[config.mk]
export PLATFORM = sky130hd
export DESIGN_NAME = data_memory_responder_flat
export DESIGN_NICKNAME = d
export VERILOG_FILES = /design/src/rtl/dm_pkg.sv /design/src/rtl/data_memory_responder_if.sv /design/src/rtl/dm_array.sv /design/src/rtl/data_memory_responder.sv /design/src/flat_wrapper.sv
export SDC_FILE = /design/constraint.sdc
export NUM_CORES = 2
export LEC_CHECK = 0
export CELL_PAD_IN_SITES_DETAIL_PLACEMENT = 2
export CELL_PAD_IN_SITES_GLOBAL_PLACEMENT = 2
export CORE_UTILIZATION = 33
export CTS_BUF_LIST = sky130_fd_sc_hd__clkbuf_8
export DETAILED_ROUTE_END_ITERATION = 8
export GPL_TIMING_DRIVEN = 1
export PLACE_DENSITY = 0.59
export SYNTH_ARGS = -nofsm -noshare
export SYNTH_HDL_FRONTEND = slang
export SYNTH_SLANG_ARGS = --single-unit
[constraint.sdc]
create_clock -name clk -period 4.55 [get_ports clk]
set_input_delay 0.91 -clock clk [delete_from_list [all_inputs] [get_ports clk]]
set_output_delay 0.91 -clock clk [all_outputs]
set_load 0.1 [all_outputs]
[src/rtl/dm_pkg.sv]
// Shared types and widths for the data memory responder.
// Provides the data/address widths, the FSM state enum and the latched op enum.
package dm_pkg;

    localparam int unsigned DM_DATA_W = 16;
    localparam int unsigned DM_ADDR_W = 16;

    typedef enum logic [1:0] {
        IDLE = 2'd0,
        WAIT = 2'd1,
        DONE = 2'd2
    } dm_state_t;

    typedef enum logic {
        OP_RD = 1'b0,
        OP_WR = 1'b1
    } dm_op_t;

endpackage

[src/rtl/data_memory_responder_if.sv]
// Core-to-memory handshake bundle for one data memory port.
// master: core side (drives address, write data, strobes)
// slave : memory responder (drives read data, BUSY, DONE, ERR)
interface data_memory_responder_if;
    import dm_pkg::*;

    logic [DM_ADDR_W-1:0] DMADDR;
    logic [DM_DATA_W-1:0] DMDIN;
    logic                 RD;
    logic                 WR;
    logic [DM_DATA_W-1:0] DMDOUT;
    logic                 BUSY;
    logic                 DONE;
    logic                 ERR;

    modport master (
        output DMADDR, DMDIN, RD, WR,
        input  DMDOUT, BUSY, DONE, ERR
    );

    modport slave (
        input  DMADDR, DMDIN, RD, WR,
        output DMDOUT, BUSY, DONE, ERR
    );

endinterface

[src/rtl/dm_array.sv]
// Synchronous single-port word RAM, DEPTH x DM_DATA_W, no reset.
// Ports: clk, en (access enable), we (write when en), addr, wdata,
//        rdata (registered, updates only on an enabled read).
module dm_array
    import dm_pkg::*;
#(
    parameter int unsigned DEPTH = 256,
    parameter int unsigned AW    = 8
) (
    input  logic                 clk,
    input  logic                 en,
    input  logic                 we,
    input  logic [AW-1:0]        addr,
    input  logic [DM_DATA_W-1:0] wdata,
    output logic [DM_DATA_W-1:0] rdata
);

    logic [DM_DATA_W-1:0] mem [DEPTH];

    // Single port: one read or one write per enabled edge.
    always_ff @(posedge clk) begin
        if (en) begin
            if (we) begin
                mem[addr] <= wdata;
            end else begin
                rdata <= mem[addr];
            end
        end
    end

endmodule

[src/rtl/data_memory_responder.sv]
// Memory-side responder for the data memory address path.
// Accepts a read/write request in IDLE, waits LAT cycles, performs one word
// access against dm_array and pulses DONE (with ERR for out-of-range addresses).
// Ports: clk, rst_n (async active-low), bus (slave modport: DMADDR, DMDIN,
//        RD, WR in; DMDOUT, BUSY, DONE, ERR out, all registered).
module data_memory_responder
    import dm_pkg::*;
#(
    parameter int unsigned DEPTH = 256,
    parameter int unsigned LAT   = 2
) (
    input  logic                    clk,
    input  logic                    rst_n,
    data_memory_responder_if.slave  bus
);

    localparam int unsigned AW       = (DEPTH > 1) ? $clog2(DEPTH) : 1;
    localparam logic [3:0]  CNT_INIT = 4'(LAT - 1);

    dm_state_t            state_q, state_d;
    dm_op_t               op_q, op_d;
    logic [3:0]           cnt_q, cnt_d;
    logic [DM_ADDR_W-1:0] addr_q, addr_d;
    logic [DM_DATA_W-1:0] data_q, data_d;
    logic [DM_DATA_W-1:0] dout_q, dout_d;
    logic                 busy_q, busy_d;
    logic                 done_q, done_d;
    logic                 err_q, err_d;

    logic                 ram_en, ram_we;
    logic [AW-1:0]        ram_addr;
    logic [DM_DATA_W-1:0] ram_rdata;
    logic                 addr_ok_c;
    logic                 req_addr_ok_c;

    // Full-width range checks; no aliasing of high addresses.
    assign addr_ok_c     = 32'(addr_q) < DEPTH;
    assign req_addr_ok_c = 32'(bus.DMADDR) < DEPTH;

    dm_array #(
        .DEPTH (DEPTH),
        .AW    (AW)
    ) u_array (
        .clk   (clk),
        .en    (ram_en),
        .we    (ram_we),
        .addr  (ram_addr),
        .wdata (data_q),
        .rdata (ram_rdata)
    );

    // Next-state and output logic. The RAM read is issued one edge before the
    // access edge so its registered rdata can be captured into DMDOUT exactly
    // at the access edge.
    always_comb begin
        state_d  = state_q;
        op_d     = op_q;
        cnt_d    = cnt_q;
        addr_d   = addr_q;
        data_d   = data_q;
        dout_d   = dout_q;
        done_d   = 1'b0;
        err_d    = 1'b0;
        ram_en   = 1'b0;
        ram_we   = 1'b0;
        ram_addr = AW'(addr_q);

        case (state_q)
            IDLE: begin
                if (bus.RD || bus.WR) begin
                    addr_d  = bus.DMADDR;
                    data_d  = bus.DMDIN;
                    op_d    = bus.WR ? OP_WR : OP_RD;
                    cnt_d   = CNT_INIT;
                    state_d = WAIT;
                    // With LAT=1 the pre-access edge is the accept edge itself.
                    if (LAT == 1 && !bus.WR && req_addr_ok_c) begin
                        ram_en   = 1'b1;
                        ram_addr = AW'(bus.DMADDR);
                    end
                end
            end
            WAIT: begin
                if (cnt_q == 4'd0) begin
                    state_d = DONE;
                    done_d  = 1'b1;
                    err_d   = !addr_ok_c;
                    if (op_q == OP_RD) begin
                        dout_d = addr_ok_c ? ram_rdata : '0;
                    end else if (addr_ok_c) begin
                        ram_en = 1'b1;
                        ram_we = 1'b1;
                    end
                end else begin
                    cnt_d = cnt_q - 4'd1;
                    if (cnt_q == 4'd1 && op_q == OP_RD && addr_ok_c) begin
                        ram_en = 1'b1;
                    end
                end
            end
            DONE: begin
                state_d = IDLE;
            end
            default: begin
                state_d = IDLE;
            end
        endcase

        busy_d = (state_d != IDLE);
    end

    // State and output registers.
    always_ff @(posedge clk or negedge rst_n) begin
        if (!rst_n) begin
            state_q <= IDLE;
            op_q    <= OP_RD;
            cnt_q   <= 4'd0;
            addr_q  <= '0;
            data_q  <= '0;
            dout_q  <= '0;
            busy_q  <= 1'b0;
            done_q  <= 1'b0;
            err_q   <= 1'b0;
        end else begin
            state_q <= state_d;
            op_q    <= op_d;
            cnt_q   <= cnt_d;
            addr_q  <= addr_d;
            data_q  <= data_d;
            dout_q  <= dout_d;
            busy_q  <= busy_d;
            done_q  <= done_d;
            err_q   <= err_d;
        end
    end

    assign bus.DMDOUT = dout_q;
    assign bus.BUSY   = busy_q;
    assign bus.DONE   = done_q;
    assign bus.ERR    = err_q;

endmodule

[src/flat_wrapper.sv]
// flat-port wrapper written by rule: the top's interface ports become plain ports
module data_memory_responder_flat import dm_pkg::*;
#(
    parameter int unsigned DEPTH = 256,
    parameter int unsigned LAT   = 2
)
  (clk, rst_n, bus_DMADDR, bus_DMDIN, bus_RD, bus_WR, bus_DMDOUT, bus_BUSY, bus_DONE, bus_ERR);
  data_memory_responder_if bus_i ();
  input  logic clk;
  input  logic rst_n;
  input wire logic [$bits(bus_i.DMADDR)-1:0] bus_DMADDR;
  input wire logic [$bits(bus_i.DMDIN)-1:0] bus_DMDIN;
  input wire logic [$bits(bus_i.RD)-1:0] bus_RD;
  input wire logic [$bits(bus_i.WR)-1:0] bus_WR;
  output wire logic [$bits(bus_i.DMDOUT)-1:0] bus_DMDOUT;
  output wire logic [$bits(bus_i.BUSY)-1:0] bus_BUSY;
  output wire logic [$bits(bus_i.DONE)-1:0] bus_DONE;
  output wire logic [$bits(bus_i.ERR)-1:0] bus_ERR;
  assign bus_i.DMADDR = bus_DMADDR;
  assign bus_i.DMDIN = bus_DMDIN;
  assign bus_i.RD = bus_RD;
  assign bus_i.WR = bus_WR;
  assign bus_DMDOUT = bus_i.DMDOUT;
  assign bus_BUSY = bus_i.BUSY;
  assign bus_DONE = bus_i.DONE;
  assign bus_ERR = bus_i.ERR;
  data_memory_responder #(.DEPTH(DEPTH), .LAT(LAT)) u_core (.clk(clk), .rst_n(rst_n), .bus(bus_i));
endmodule
Yosys cells after proc, flatten, opt, wreduce, memory -nomap -nowiden --
Memory sizes are Yosys's and may differ from the RTL's. A register that Yosys moved wholly into a read port is not among the register bits. Index checks and enable logic that the tools add are counted. W data, S select, Z words.
Cells by class: mux-type cells 22, shift operators 0, multipliers 0, $add $sub $neg 1, $lt $le $gt $ge 1, equal/unequal tests 4, reductions and logical operators 12, bitwise operators 2, div/mod/pow operators 0
Operator list (count):
- $lt A16 B9 Y1 const B | 1
- $mux W16 | 1
- $mux W1 | 15
- $mux W4 | 2
- $pmux W4 S2 | 1
- $reduce_and A3 Y1 | 2
- $eq A4 B1 Y1 const B | 1
- $logic_not A4 Y1 | 1
- $mux W2 | 2
- $pmux W2 S2 | 1
- $reduce_and A2 Y1 | 2
- $reduce_bool A2 Y1 | 2
- $sub A4 B1 Y4 const B | 1
- $eq A2 B1 Y1 const B | 1
- $logic_and A1 B1 Y1 | 2
- $logic_not A2 Y1 | 1
- $ne A2 B1 Y1 const B | 1
- $ne A2 B2 Y1 const B | 1
- $not A1 Y1 | 2
- $logic_not A1 Y1 | 1
- $logic_or A1 B1 Y1 | 1
Storage, ports and cells: input port bits 36, memory bits (writable) 4096, output and inout bits 19, word-level logic and storage cells 52, ROM bits 0, bits in latches 0, memories 1, register bits after elaboration 58
Memory list:
- u_core.u_array.mem | words 256, width 16, read ports 1, clocked after Yosys merged registers in 1, wr ports 1, line dm_array.sv:18 | logic [DM_DATA_W-1:0] mem [DEPTH];

Depth between registers and ports, before layout --
word-level depth 8, mapped depth 9, mapped depth without buffers 7

Cells and area by module --
From an unflattened synthesis, not the netlist that was laid out.
Second synthesis, totals: cell total of the unflattened synthesis 6881, area total of the unflattened synthesis 157642.4 um2
Modules (own cells, without submodules):
- dm_array | cells an instance 6705, sequential area each 123478.4 um2, area each 155236.4 um2, times used 1
- data_memory_responder | cells an instance 176, sequential area each 1451.4 um2, area each 2406.1 um2, times used 1

Worst setup path before layout --
No wires, ideal clock.
path kind register -> register, start point register u_core.data_q[0], end point memory u_core.u_array.mem[0][0] (data pin), period minus slack after synthesis 3.987 ns, required time 3.746 ns, stages on the path, launching flop included 1, buffers on the path 0, setup slack 0.563 ns, setup time 0.804 ns, data arrival time 3.183 ns, cell sequence dfrtp_1
RTL lines:
- start, declared | line data_memory_responder.sv:24 | logic [DM_DATA_W-1:0] data_q, data_d;
- start signal, assigned | line data_memory_responder.sv:129 | data_q <= data_d;
- end, declared | line dm_array.sv:18
No word-level cell before the write port.

Worst setup path after layout --
start point register u_core.addr_q[0], end point register u_core.u_array.rdata[1], read port of u_core.u_array.mem (data pin)
Between the ends: word-level cells in the longest chain between the ends 7, elaborated cells on any way between the ends 11, those cells by class 1 x order compare; 7 x mux; 1 x bitwise; 2 x reduce/logical
Ends and longest elaborated chain:
- start, declared | line data_memory_responder.sv:23 | logic [DM_ADDR_W-1:0] addr_q, addr_d;
- start signal, assigned | line data_memory_responder.sv:128 | addr_q <= addr_d;
- $lt A16 B9 Y1 | line data_memory_responder.sv:37 | assign addr_ok_c = 32'(addr_q) < DEPTH;
- $mux W1 | line data_memory_responder.sv:90 | end else if (addr_ok_c) begin
- $mux W1 | line data_memory_responder.sv:88 | if (op_q == OP_RD) begin
- $mux W1 | line data_memory_responder.sv:84 | if (cnt_q == 4'd0) begin
- $mux W1 | line data_memory_responder.sv:68 | case (state_q)
- $not A1 Y1 (no line)
- $reduce_and A2 Y1 (no line)
- end, declared | line dm_array.sv:15 | output logic [DM_DATA_W-1:0] rdata
Several ways; a longest one is shown, not always the timed one. A chain may end at the register's enable or synchronous reset.

==> key figures <==
Routing
  – Final ANT Viol Nets: 0
  – Routed WL: 496000 µm
  – Vias per inst: approximately 5.4
  – Starting DRT DRC Count: 8956
  – # DRC: 0
  – Via count: between 80000 and 90000
  – Routed WL per cell: 33.5 µm
  – Drt first pass iters: 5

Hold path
  – Worst hold path class: in -> reg
  – Hold path depth: 3

GRT
  – Largest net degree at the start of global routing: 180
  – All-Layer GR Usage: 0.202
  – First-pass GRT wire length: between 600000 and 700000 µm
  – Number of global-route vias before repair: 85300
  – GR Overflow Total: 0
  – Antenna violations before repair: 26

Die
  – Die outline area: just under 0.5 mm²
  – Die Y: between 600 and 700 µm
  – Starting Density: 0.332
  – Rows: approximately 250
  – Die X: approximately 690 µm
  – Core area: between 0.4 and 0.5 mm²
  – I/O pins: 55

Worst setup path
  – Critical Path Stages: 9
  – CP top delay family: compound AO/OA/AOI/OAI gates
  – R2R cell count: 9
  – Worst Setup Start Kind: register
  – Most used cell along the critical path: buf_4
  – WP data arrival: approximately 5.4 ns
  – Crit-path max cell delay: approximately 0.94 ns
  – CP max FO: 34
  – Critical-path top delay cell: o41ai_1
  – Worst Path Buf+Inv: 4
  – Setup Crit Path Kind: reg -> reg
  – Crit end category: register
  – Worst EP required: approximately 5.6 ns
  – Crit-path cells: buf_4, buf_12, buf_4, mux4_2, a22oi_1, a21oi_1, o41ai_1, buf_4, nand4_1

Clock tree
  – H-tree Lvls: 6
  – Postcts setup bufs: 0
  – Clk buf depth: 4
  – Worst-skew pair later-pin latency: roughly 1.3 ns
  – CTS root buf: clkbuf_8
  – Clock sink count: 4170
  – CTS clock-pin slew for the worst setup and hold paths: about 0.06 ns
  – TritonCTS Buffers: around 680
  – CTS tree: done

Place
  – Routability cong.: 0.794
  – IO Port Bufs: between 50 and 60
  – Post-DP HPWL: around 300000 µm
  – Post-placement cell count: 13600

STA
  – Fmax: approximately 230 MHz
  – Fin. max-slew vios: 57
  – Unrepaired setup endpoints after global routing: no
  – Slew margin rel.: -0.0917
  – Final setup viols: 0
  – Max Clock Skew: approximately 0.081 ns
  – Fin crit period: ~4.4 ns
  – Tcrit/Tclk final: 0.973
  – Worst slew pin tran: between 1.5 and 2 ns
  – Setup tns final: 0 ns
  – WHS: roughly 0.2 ns
  – Final Hold Vio Count: 0

Synth
  – Ys Warns: 0
  – Syn Std Cell Area: about 0.16 mm²
  – Syn avg cell area: 22.6 µm²
  – Mapped Cells: 6964
  – Flops & latches, synth: between 4000 and 5000
  – Seq/Total Area, Yosys: 0.792
  – Synth unique cells: 32
  – Mapped Nets: 7003

Power and ir drop
  – Power Dens Cells: about 630 mW/mm²
  – Pwr Total: between 100000 and 150000 µW
  – LEAKAGE: 0.0571 µW
  – VDD IR max: around 0.56 mV

Cells and area
  – Multi-input logic area: ~0.031 mm²
  – FF/Latch Area: approximately 0.12 mm²
  – Post-Layout Cell Count: approximately 15000
  – Share of cells above drive strength 1: 0.300
  – P&R area growth vs syn: 15.8%
  – Post-layout util: 0.384
  – Layout filler cell count: between 40000 and 50000
  – Nets@finish: 7911

Outcome
  – Status: complete, but fails checks
  – Failing checks: slew limit

Flow run
  – Max-Cap Viols: 0
[routing by layer]
metal | vias to the layer above | track usage | routed length (µm)
li1 | 31700 | - | -
met1 | 44600 | 0.278 | 208000
met2 | 3253 | 0.334 | 242000
met3 | 708 | 0.0339 | 33100
met4 | 8 | 0.0535 | 13000
met5 | - | 0 | 58
[stage by stage]
step                      setup slack, ns  area, µm²
after floorplan                     0.563     158000
after global placement             -0.938     170000
after CTS                          0.0349     183000
after detailed placement           -0.278     170000
after global routing              0.00324     183000
final                               0.124     183000
[cell families after synthesis]
family	count (synthesis)	synth area share
AO/OA/AOI/OAI	851	0.0367
XOR/XNOR	2	0.000111
adder cells (fa/ha/maj)	3	0.000238
buffers and inverters	429	0.0120
flip-flops	4170	0.792
multiplexers	1024	0.146
AND/OR/NAND/NOR	485	0.0123
[where the power goes]
| part | switching (µW) | internal (µW) | leakage (µW) |
|---|---|---|---|
| Clock | 15400 | 15000 | 0.00712 |
| Combinational | 22700 | 11600 | 0.0120 |
| Sequential | 1870 | 47900 | 0.0380 |
[Yosys cell counts, drive strengths merged]
library cell,instances,area share
a22oi,512,0.024
nor3,7,0.00022
nand3b,1,0.000048
dfrtp,58,0.0092
inv,4,0.000095
or2,1,0.000040
and3b,1,0.000056
o41ai,64,0.0036
ha,3,0.00024
a21oi,258,0.0082
nand3,6,0.00019
nand4,16,0.00063
buf,169,0.0058
xor2,2,0.00011
or4,1,0.000048
mux4,1024,0.15
or3,2,0.000079
nor2b,7,0.00028
nor4,2,0.000079
clkbuf,256,0.0061
nand2,165,0.0039
and3,1,0.000040
nor2,267,0.0064
o21ai,17,0.00054
or3b,1,0.000056
nand2b,3,0.00012
edfxtp,4112,0.78
nor3b,1,0.000048
and2,3,0.00012
[what timing repair did]
action / 4_1_cts / 5_1_grt
hold buffers: 1 / 0
gates resized for setup: 2 / 0
setup endpoints to repair: 2 / 0
hold endpoints to repair: 24 / 0
[state kept, by name, indices dropped and copies added, names as in the netlist]
| register | flops |
|---|---|
| u_core.u_array.mem | 4096 |
| u_core.addr_q | 16 |
| u_core.bus.DMDOUT | 16 |
| u_core.data_q | 16 |
| u_core.u_array.rdata | 16 |
| u_core.cnt_q | 4 |
| u_core.state_q | 2 |
| u_core.bus.BUSY | 1 |
| u_core.bus.DONE | 1 |
| u_core.bus.ERR | 1 |
| u_core.op_q | 1 |
[cells in the final DEF, fill, tap and decap left out, types with 18 or more instances in the layout]
| master | synthesis | routed |
|---|---|---|
| clkinv_2 | 0 | 58 |
| clkinv_1 | 0 | 176 |
| nand2_1 | 165 | 152 |
| edfxtp_1 | 4112 | 4112 |
| buf_12 | 0 | 81 |
| mux4_2 | 1024 | 1024 |
| a22oi_1 | 512 | 512 |
| dfrtp_1 | 58 | 40 |
| o41ai_1 | 64 | 19 |
| dfrtp_4 | 0 | 18 |
| diode_2 | 0 | 20 |
| clkbuf_8 | 0 | 711 |
| o41ai_2 | 0 | 44 |
| inv_1 | 4 | 237 |
| a21oi_1 | 258 | 258 |
| nor2_1 | 267 | 265 |
| clkdlybuf4s50_1 | 0 | 53 |
| buf_4 | 15 | 510 |
[worst min-delay path, delay by kind of cell]
| family | cells | cell delay (ns) |
|---|---|---|
| buf+inv | 1 | 0.41 |
| simple gates | 2 | 0.10 |
[cell type report]
cell class | instances | share of cell area
sequential | 4170 | 0.684
multi-input combinational | 2365 | 0.171
clock buffer | 711 | 0.0536
tap | 6375 | 0.0437
timing repair buffer | 648 | 0.0330
clock inverter | 513 | 0.0135
antenna | 20 | 0.000274
inverter | 4 | 0.0000822
[path summary, 6_finish.rpt]
kind | end | slack (ns) | startpoint
min in group asynchronous | u_core.bus.DMDOUT[4] | 0.25 | rst_n
worst max-delay path | u_core.u_array.rdata[1] | 0.12 | u_core.addr_q[0]
worst min-delay path | u_core.data_q[13] | 0.20 | bus_DMDIN[13]
worst max register to register | u_core.u_array.rdata[1] | 0.12 | u_core.addr_q[0]
max in group asynchronous | u_core.data_q[4] | 3.35 | rst_n
worst min register to register | u_core.addr_q[8] | 0.48 | u_core.addr_q[8]
No activity file was read; power rests on OpenSTA's default activity.
